**src/rtl/mem_arbiter_if.sv**
```systemverilog
// mem_arbiter_if: bundles the three handshake groups that meet at the
// memory arbiter. These are the fetch port (imem*), the load/store port
// (dmem*) and the shared memory port (mem*). The arb_grant trace output
// is bundled here as well.
// The slave modport is the arbiter's view of the bundle. The master modport
// is the view of whatever surrounds it (processor plus memory).
interface mem_arbiter_if #(
  parameter int p_nbits = 32
);
  // Instruction-fetch port
  logic               imemreq_val;
  logic               imemreq_rdy;
  logic [p_nbits-1:0] imemreq_addr;
  logic               imemresp_val;
  logic [p_nbits-1:0] imemresp_data;

  // Load/store port
  logic               dmemreq_val;
  logic               dmemreq_rdy;
  logic               dmemreq_type;
  logic [p_nbits-1:0] dmemreq_addr;
  logic [p_nbits-1:0] dmemreq_wdata;
  logic               dmemresp_val;
  logic [p_nbits-1:0] dmemresp_data;

  // Shared memory port
  logic               memreq_val;
  logic               memreq_rdy;
  logic               memreq_type;
  logic [p_nbits-1:0] memreq_addr;
  logic [p_nbits-1:0] memreq_wdata;
  logic               memresp_val;
  logic [p_nbits-1:0] memresp_data;

  // Trace: one-hot {dmem, imem} owner of the outstanding transaction
  logic [1:0]         arb_grant;

  modport slave (
    input  imemreq_val, imemreq_addr,
    input  dmemreq_val, dmemreq_type, dmemreq_addr, dmemreq_wdata,
    input  memreq_rdy, memresp_val, memresp_data,
    output imemreq_rdy, imemresp_val, imemresp_data,
    output dmemreq_rdy, dmemresp_val, dmemresp_data,
    output memreq_val, memreq_type, memreq_addr, memreq_wdata,
    output arb_grant
  );

  modport master (
    output imemreq_val, imemreq_addr,
    output dmemreq_val, dmemreq_type, dmemreq_addr, dmemreq_wdata,
    output memreq_rdy, memresp_val, memresp_data,
    input  imemreq_rdy, imemresp_val, imemresp_data,
    input  dmemreq_rdy, dmemresp_val, dmemresp_data,
    input  memreq_val, memreq_type, memreq_addr, memreq_wdata,
    input  arb_grant
  );
endinterface

```
**src/rtl/mem_arbiter.sv**
```systemverilog
// mem_arbiter: shares one single-ported memory between the instruction-fetch
// port and the load/store port. Only one transaction is outstanding at a time.
// The request and response paths are both combinational. The only state is
// the IDLE/WAIT FSM, the grant register and, optionally, the round-robin
// pointer.
//
// Build option: define MEM_ARB_ROUND_ROBIN_EN for a round-robin grant, where
// the pointer favours the port that lost the previous handshake. With it
// undefined, the grant is fixed priority and dmem always beats imem.
// rst is asynchronous and active-low. Its effect on the outputs is
// immediate, because every combinational output is qualified with rst.
module mem_arbiter #(
  parameter int p_nbits = 32
) (
  input logic           clk,
  input logic           rst,
  mem_arbiter_if.slave  bus
);

  typedef enum logic {
    ST_IDLE = 1'b0,
    ST_WAIT = 1'b1
  } state_e;

  typedef enum logic {
    PORT_IMEM = 1'b0,
    PORT_DMEM = 1'b1
  } port_e;

  state_e     state_q;
  logic [1:0] grant_q;    // {dmem, imem} owner of the outstanding transaction
  port_e      winner;     // combinational choice while IDLE

  logic in_idle;
  logic in_wait;
  logic any_val;
  logic handshake;
  logic resp_fire;

  // Reset forces the FSM into IDLE asynchronously. The qualification with
  // rst here also silences the request outputs while reset is held.
  assign in_idle   = rst && (state_q == ST_IDLE);
  assign in_wait   = rst && (state_q == ST_WAIT);
  assign any_val   = bus.imemreq_val | bus.dmemreq_val;
  assign handshake = in_idle & any_val & bus.memreq_rdy;
  assign resp_fire = in_wait & bus.memresp_val;

`ifdef MEM_ARB_ROUND_ROBIN_EN
  port_e ptr_q;           // favoured port when both request together

  // Round-robin pick: a lone requester wins. Under contention the pointer decides.
  always_comb begin
    // NOTE: every always_comb output gets a default first so no path can
    // leave it unassigned and infer a latch.
    winner = PORT_IMEM;
    if (bus.dmemreq_val && (!bus.imemreq_val || (ptr_q == PORT_DMEM))) begin
      winner = PORT_DMEM;
    end
  end
`else
  // Fixed priority pick: any dmem request beats imem.
  always_comb begin
    winner = PORT_IMEM;
    if (bus.dmemreq_val) begin
      winner = PORT_DMEM;
    end
  end
`endif

  // Request mux: forward the winner's fields to memory while IDLE, zero otherwise.
  always_comb begin
    bus.memreq_val   = 1'b0;
    bus.memreq_type  = 1'b0;
    bus.memreq_addr  = '0;
    bus.memreq_wdata = '0;
    if (in_idle && any_val) begin
      bus.memreq_val = 1'b1;
      if (winner == PORT_DMEM) begin
        bus.memreq_type  = bus.dmemreq_type;
        bus.memreq_addr  = bus.dmemreq_addr;
        bus.memreq_wdata = bus.dmemreq_wdata;
      end else begin
        // Fetches are always reads that carry no store data.
        bus.memreq_addr  = bus.imemreq_addr;
      end
    end
  end

  // Ready fan-back: only the winning, valid port sees memory's ready.
  always_comb begin
    bus.imemreq_rdy = in_idle & bus.imemreq_val & (winner == PORT_IMEM) & bus.memreq_rdy;
    bus.dmemreq_rdy = in_idle & bus.dmemreq_val & (winner == PORT_DMEM) & bus.memreq_rdy;
  end

  // Response steering: route the memory pulse to the granted port in the same
  // cycle. A pulse that arrives in IDLE is dropped.
  always_comb begin
    bus.imemresp_val  = resp_fire & grant_q[0];
    bus.dmemresp_val  = resp_fire & grant_q[1];
    bus.imemresp_data = bus.imemresp_val ? bus.memresp_data : '0;
    bus.dmemresp_data = bus.dmemresp_val ? bus.memresp_data : '0;
  end

  assign bus.arb_grant = grant_q;

  // FSM: latch the winner on handshake. Release it when the response returns.
  always_ff @(posedge clk or negedge rst) begin
    // NOTE: this block holds only state, so it uses non-blocking assignments
    // and every register sees a consistent pre-edge snapshot of its inputs.
    if (!rst) begin
      state_q <= ST_IDLE;
      grant_q <= 2'b00;
`ifdef MEM_ARB_ROUND_ROBIN_EN
      ptr_q   <= PORT_DMEM;
`endif
    end else begin
      unique case (state_q)
        ST_IDLE: begin
          if (handshake) begin
            state_q <= ST_WAIT;
            grant_q <= (winner == PORT_DMEM) ? 2'b10 : 2'b01;
`ifdef MEM_ARB_ROUND_ROBIN_EN
            // The port that lost this round is favoured next time.
            ptr_q   <= (winner == PORT_DMEM) ? PORT_IMEM : PORT_DMEM;
`endif
          end
        end
        ST_WAIT: begin
          if (resp_fire) begin
            state_q <= ST_IDLE;
            grant_q <= 2'b00;
          end
        end
        default: begin
          state_q <= ST_IDLE;
          grant_q <= 2'b00;
        end
      endcase
    end
  end

endmodule

```
**src/flat_wrapper.sv**
```systemverilog
// flat-port wrapper written by rule: the top's interface ports become plain ports
module mem_arbiter_flat 
#(
  parameter int p_nbits = 32
)
  (clk, rst, bus_imemreq_val, bus_imemreq_addr, bus_dmemreq_val, bus_dmemreq_type, bus_dmemreq_addr, bus_dmemreq_wdata, bus_memreq_rdy, bus_memresp_val, bus_memresp_data, bus_imemreq_rdy, bus_imemresp_val, bus_imemresp_data, bus_dmemreq_rdy, bus_dmemresp_val, bus_dmemresp_data, bus_memreq_val, bus_memreq_type, bus_memreq_addr, bus_memreq_wdata, bus_arb_grant);
  mem_arbiter_if #(.p_nbits(p_nbits)) bus_i ();
  input logic clk;
  input logic rst;
  input wire logic [$bits(bus_i.imemreq_val)-1:0] bus_imemreq_val;
  input wire logic [$bits(bus_i.imemreq_addr)-1:0] bus_imemreq_addr;
  input wire logic [$bits(bus_i.dmemreq_val)-1:0] bus_dmemreq_val;
  input wire logic [$bits(bus_i.dmemreq_type)-1:0] bus_dmemreq_type;
  input wire logic [$bits(bus_i.dmemreq_addr)-1:0] bus_dmemreq_addr;
  input wire logic [$bits(bus_i.dmemreq_wdata)-1:0] bus_dmemreq_wdata;
  input wire logic [$bits(bus_i.memreq_rdy)-1:0] bus_memreq_rdy;
  input wire logic [$bits(bus_i.memresp_val)-1:0] bus_memresp_val;
  input wire logic [$bits(bus_i.memresp_data)-1:0] bus_memresp_data;
  output wire logic [$bits(bus_i.imemreq_rdy)-1:0] bus_imemreq_rdy;
  output wire logic [$bits(bus_i.imemresp_val)-1:0] bus_imemresp_val;
  output wire logic [$bits(bus_i.imemresp_data)-1:0] bus_imemresp_data;
  output wire logic [$bits(bus_i.dmemreq_rdy)-1:0] bus_dmemreq_rdy;
  output wire logic [$bits(bus_i.dmemresp_val)-1:0] bus_dmemresp_val;
  output wire logic [$bits(bus_i.dmemresp_data)-1:0] bus_dmemresp_data;
  output wire logic [$bits(bus_i.memreq_val)-1:0] bus_memreq_val;
  output wire logic [$bits(bus_i.memreq_type)-1:0] bus_memreq_type;
  output wire logic [$bits(bus_i.memreq_addr)-1:0] bus_memreq_addr;
  output wire logic [$bits(bus_i.memreq_wdata)-1:0] bus_memreq_wdata;
  output wire logic [$bits(bus_i.arb_grant)-1:0] bus_arb_grant;
  assign bus_i.imemreq_val = bus_imemreq_val;
  assign bus_i.imemreq_addr = bus_imemreq_addr;
  assign bus_i.dmemreq_val = bus_dmemreq_val;
  assign bus_i.dmemreq_type = bus_dmemreq_type;
  assign bus_i.dmemreq_addr = bus_dmemreq_addr;
  assign bus_i.dmemreq_wdata = bus_dmemreq_wdata;
  assign bus_i.memreq_rdy = bus_memreq_rdy;
  assign bus_i.memresp_val = bus_memresp_val;
  assign bus_i.memresp_data = bus_memresp_data;
  assign bus_imemreq_rdy = bus_i.imemreq_rdy;
  assign bus_imemresp_val = bus_i.imemresp_val;
  assign bus_imemresp_data = bus_i.imemresp_data;
  assign bus_dmemreq_rdy = bus_i.dmemreq_rdy;
  assign bus_dmemresp_val = bus_i.dmemresp_val;
  assign bus_dmemresp_data = bus_i.dmemresp_data;
  assign bus_memreq_val = bus_i.memreq_val;
  assign bus_memreq_type = bus_i.memreq_type;
  assign bus_memreq_addr = bus_i.memreq_addr;
  assign bus_memreq_wdata = bus_i.memreq_wdata;
  assign bus_arb_grant = bus_i.arb_grant;
  mem_arbiter #(.p_nbits(p_nbits)) u_core (.clk(clk), .rst(rst), .bus(bus_i));
endmodule
```
**config.mk**
```make
export PLATFORM = sky130hd
export DESIGN_NAME = mem_arbiter_flat
export DESIGN_NICKNAME = d
export VERILOG_FILES = /design/src/rtl/mem_arbiter_if.sv /design/src/rtl/mem_arbiter.sv /design/src/flat_wrapper.sv
export SDC_FILE = /design/constraint.sdc
export NUM_CORES = 1
export LEC_CHECK = 0
export CAP_MARGIN = 20
export CORE_AREA = 3 3 103 105
export DETAILED_ROUTE_END_ITERATION = 8
export DIE_AREA = 0 0 106 108
export HOLD_SLACK_MARGIN = 0.08
export SLEW_MARGIN = 10
export SYNTH_ARGS = -nofsm -noshare
export SYNTH_HDL_FRONTEND = slang
export SYNTH_SLANG_ARGS = --single-unit
export TNS_END_PERCENT = 100
```
**constraint.sdc**
```tcl
create_clock -name clk -period 3.2 [get_ports clk]
set_input_delay 0.48 -clock clk [delete_from_list [all_inputs] [get_ports clk]]
set_output_delay 0.48 -clock clk [all_outputs]
set_load 0.1 [all_outputs]
```
## Word-level counts from Yosys, hierarchy flattened

Index checks and enable logic that the tools add are counted.
Widths: inputs -> output; s select.

- Register bits: 3
- Input bits: 135
- Output and inout port bits: 136
- Word-level logic and storage cells: 39

- Eq/ne operators: 2
- Mux-type cells: 17
- Bitwise gates (word level): 14
- Reductions and logical operators: 4

Operators by type and width:

| cell | number |
|---|---|
| $mux 32 | 6 |
| $and 1x1->1 | 11 |
| $mux 1 | 6 |
| $mux 2 | 3 |
| $pmux 2 s2 | 1 |
| $logic_and 1x1->1 | 3 |
| $ne 2x1->1 const B | 1 |
| $ne 2x2->1 const B | 1 |
| $not 1->1 | 2 |
| $pmux 1 s2 | 1 |
| $reduce_and 2->1 | 1 |
| $or 1x1->1 | 1 |

## Depth between registers and ports, before layout

- Depth after elaboration: 6
- Gate-level depth with buffers: 5

## Least setup slack after synthesis

OpenSTA, ideal clock, no wires.

- Path kind: register to output
- Start point: register u_core.grant_q[0], in the netlist u_core.bus.arb_grant[0]
- End point: output bus_imemresp_data[15]
- Arrival: 2.382 ns
- Data required time: 2.720 ns
- Setup slack: 0.338 ns
- Cell stages (with the launch flop): 5
- Buffers on the path: 1
- Path through: dfrtp_1 -> inv_1 -> nor2_2 -> buf_6 -> and2_1

- Cells in the longest elaborated chain, start to end: 2

RTL lines:

| item | line | source |
|---|---|---|
| from (decl) | mem_arbiter.sv:31 | `logic [1:0] grant_q;` |
| from (signal assigned) | mem_arbiter.sv:121 | `grant_q <= (winner == PORT_DMEM) ? 2'b10 : 2'b01;` |
| $and 1x1->1 | mem_arbiter.sv:98 | `bus.imemresp_val = resp_fire & grant_q[0];` |
| via bus_imemresp_val | flat_wrapper.sv:20 | `output wire logic [$bits(bus_i.imemresp_val)-1:0] bus_imemresp_val;` |
| $mux 32 | mem_arbiter.sv:100 | `bus.imemresp_data = bus.imemresp_val ? bus.memresp_data : '0;` |
| to (decl) | flat_wrapper.sv:21 | `output wire logic [$bits(bus_i.imemresp_data)-1:0] bus_imemresp_data;` |

The timed path passes the listed nets, and every way through them passes these cells.

## Final worst setup path

- Start point: input rst
- End point: output bus_memreq_addr[27]

- Cells in the longest elaborated chain, start to end: 3

RTL lines:

| item | line | source |
|---|---|---|
| from (decl) | flat_wrapper.sv:9 | `input logic rst;` |
| $logic_and 1x1->1 | mem_arbiter.sv:42 | `assign in_idle = rst && (state_q == ST_IDLE);` |
| $logic_and 1x1->1 | mem_arbiter.sv:76 | `if (in_idle && any_val) begin` |
| $mux 32 | mem_arbiter.sv:76 |  |
| to (decl) | flat_wrapper.sv:27 | `output wire logic [$bits(bus_i.memreq_addr)-1:0] bus_memreq_addr;` |

No other way between the ends.

==> qor.csv <==
metric,value,unit
GRT Total Usage,14.80,%
sequential-to-total area share from yosys stat,5.305,%
total number of vias,2438,
Remaining DRCs,0,
Leak,2.410,nW
synth top area cells,"and2_1 (28%), mux2i_1 (23%), and3_1 (13%), nor2_1 (8.8%), buf_6 (8.8%)",
Final HPWL DP,8417,µm
final worst-path cycle share,84.70,%
layout cells sized above 1,33.55,%
vias in the first global route,2485,
pwr dens,274.4,nW/µm²
cell taking the most area after synthesis,and2_1,
Longest Clk Path Bufs,2,
Final setup viols,0,
final clock skew,0.0008375,ns
final instance area,5528,µm²
CP Class,in -> out,
Initial Utilization,14.54,%
largest net degree at the start of global routing,34,
max_slew headroom,43.85,%
WL final,9400,µm
mapped cell area,1415,µm²
"worst slack, placed",0.4686,ns
worst hold path type,in -> async,
Async SR Flop Fraction,100.0,%
commonest cells in the netlist,"and2_1 (64), nor2_1 (33), mux2i_1 (32)",
drt pass-1 iters,4,
Crit Path Max Fanout,33,
Main synth FF type,dfrtp_1,
Die ar.,11450,µm²
initial drt markers,75,
min cycle time layout,2.711,ns
crit path DAT,2.23,ns
Post-CTS Resized,0,
startpoint class of the critical path,primary input,
status,"finished, final reports clean",
setup bufs post-CTS,0,
crit-path max cell delay,0.60,ns
core outline area,9729,µm²
Synth Instances,204,
# Max-Cap Violations,0,
synth unique cells,23,
GRT Residual Overflow,0,
Final ANT Viol Nets,0,
Max H-tree Level,1,
Clock Pin Slew Worst Setup and Hold Paths,0.03,ns
global-route wire length before repair,13480,µm
IO Port Bufs,270,
CP cell instances,clkdlybuf4s50_1 -> nor2b_2 -> o21ai_4 -> nor2_1 -> buf_12,
Post-synth EDFFs,0,
Hold Fails Final Rpt,0,
fill count,828,
post-layout util,56.82,%
Final Max Tran Viols,0,
row cnt,36,
register area,75.07,µm²
Chip Width,106,µm
"Hold-fix buffers, CTS",0,
post-synth top area share,28.29,%
worst-margin pin slew,0.8391,ns
Yosys warning count,0,
antenna violations before repair,0,
"count leader, synth",and2_1,
Max Clock Freq,368.9,MHz
wire per inst,15.80,µm
"Clk Latency, worst-skew pair",0.22,ns
crit path capture type,primary output,
Post-Syn Area per Cell,6.937,µm²
unrepaired setup endpoints after global routing,false,
"reg-to-reg slack, setup",1.99,ns
I/O pins,271,
CTS sink cnt,3,
register bit total from synthesis,3,
clock root cell,clkbuf_8,
area grow syn2layout,290.6,%
area of the multi-input gates,1159,µm²
Via density,4.097,
Synthesized Nets,339,
ANT cells,0,
Max VDD drop,0.1856,mV
PnR worst setup slack,0.4895,ns
Area after DPL,5483,µm²
TNS Setup,0,ns
CP max stage cell,clkdlybuf4s50_1,
die span in y,108,µm
number of clock buffers inserted by TritonCTS,3,
nets,598,
gpl congestion,0.7644,
Critical Path RT,2.72,ns
reg2reg path depth,3,
CTS tree,done,
## where the power goes
group	internal (W)	switching (W)	total, W
Clock	0.0000851	0.0000271	0.000112
Combinational	0.000509	0.000838	0.00135
Sequential	0.0000475	0.0000101	0.0000576
## metrics by stage
step	hold WS, ns	power, W	instances
finish	0.4937	0.001517	595
global route	0.4962	0.001564	595
CTS	0.4905	0.001529	595
detailed placement	0.5287	0.001415	591
global placement	0.5161	0.001404	591
floorplan	0.1844	0.0008529	204
## flip-flops by register name (all words and copies together), names as in the netlist
register and cells:
u_core.state_q 1, u_core.bus.arb_grant 2
## cell families after synthesis
family                 synth area share (%)
and+or+nand+nor                       56.32
muxes                                 22.64
buffers and inverters                 13.00
AOI/OAI and AO/OA                     2.742
DFF                                   5.305
## cells in the final DEF, fill, tap and decap left out, drive strengths merged
cell type	instances
nor2	35
nand2	4
clkbuf	4
o211ai	1
nand2b	1
nor2b	1
inv	3
o21ai	1
and2	64
clkdlybuf4s50	133
nand3	2
mux2i	32
buf	142
a31o	1
dfrtp	3
and3	34
a31oi	1
## worst paths after layout
check	from	endpoint
min	rst	u_core.bus.arb_grant[0]
min in group clk	u_core.bus.arb_grant[1]	u_core.bus.arb_grant[1]
max reg2reg	u_core.state_q	u_core.bus.arb_grant[1]
max in group asynchronous	rst	u_core.state_q
min reg2reg	u_core.bus.arb_grant[1]	u_core.bus.arb_grant[1]
max	rst	bus_memreq_addr[27]
## per-layer routing
metal / routed length, µm / up-vias / global-route usage [%]
li1: - / 1188 / -
met3: 1080 / 8 / 5.194
met5: 0 / - / 0
met1: 2936 / 1074 / 14.22
met4: 108 / 0 / 3.053
met2: 5275 / 168 / 30.15
## critical path, delay by kind of cell
family | cells | cell delay (ns)
buf+inv | 2 | 0.81
simple gates | 2 | 0.64
compound gates | 1 | 0.28
## cell type report
class | instances | area share [%]
Sequential cell | 3 | 1.358
Clock buffer | 4 | 0.8148
Timing Repair Buffer | 275 | 73.65
Inverter | 3 | 0.2037
Tap cell | 133 | 3.010
Multi-Input combinational cell | 177 | 20.96
Power figures use the tool's default switching activity.
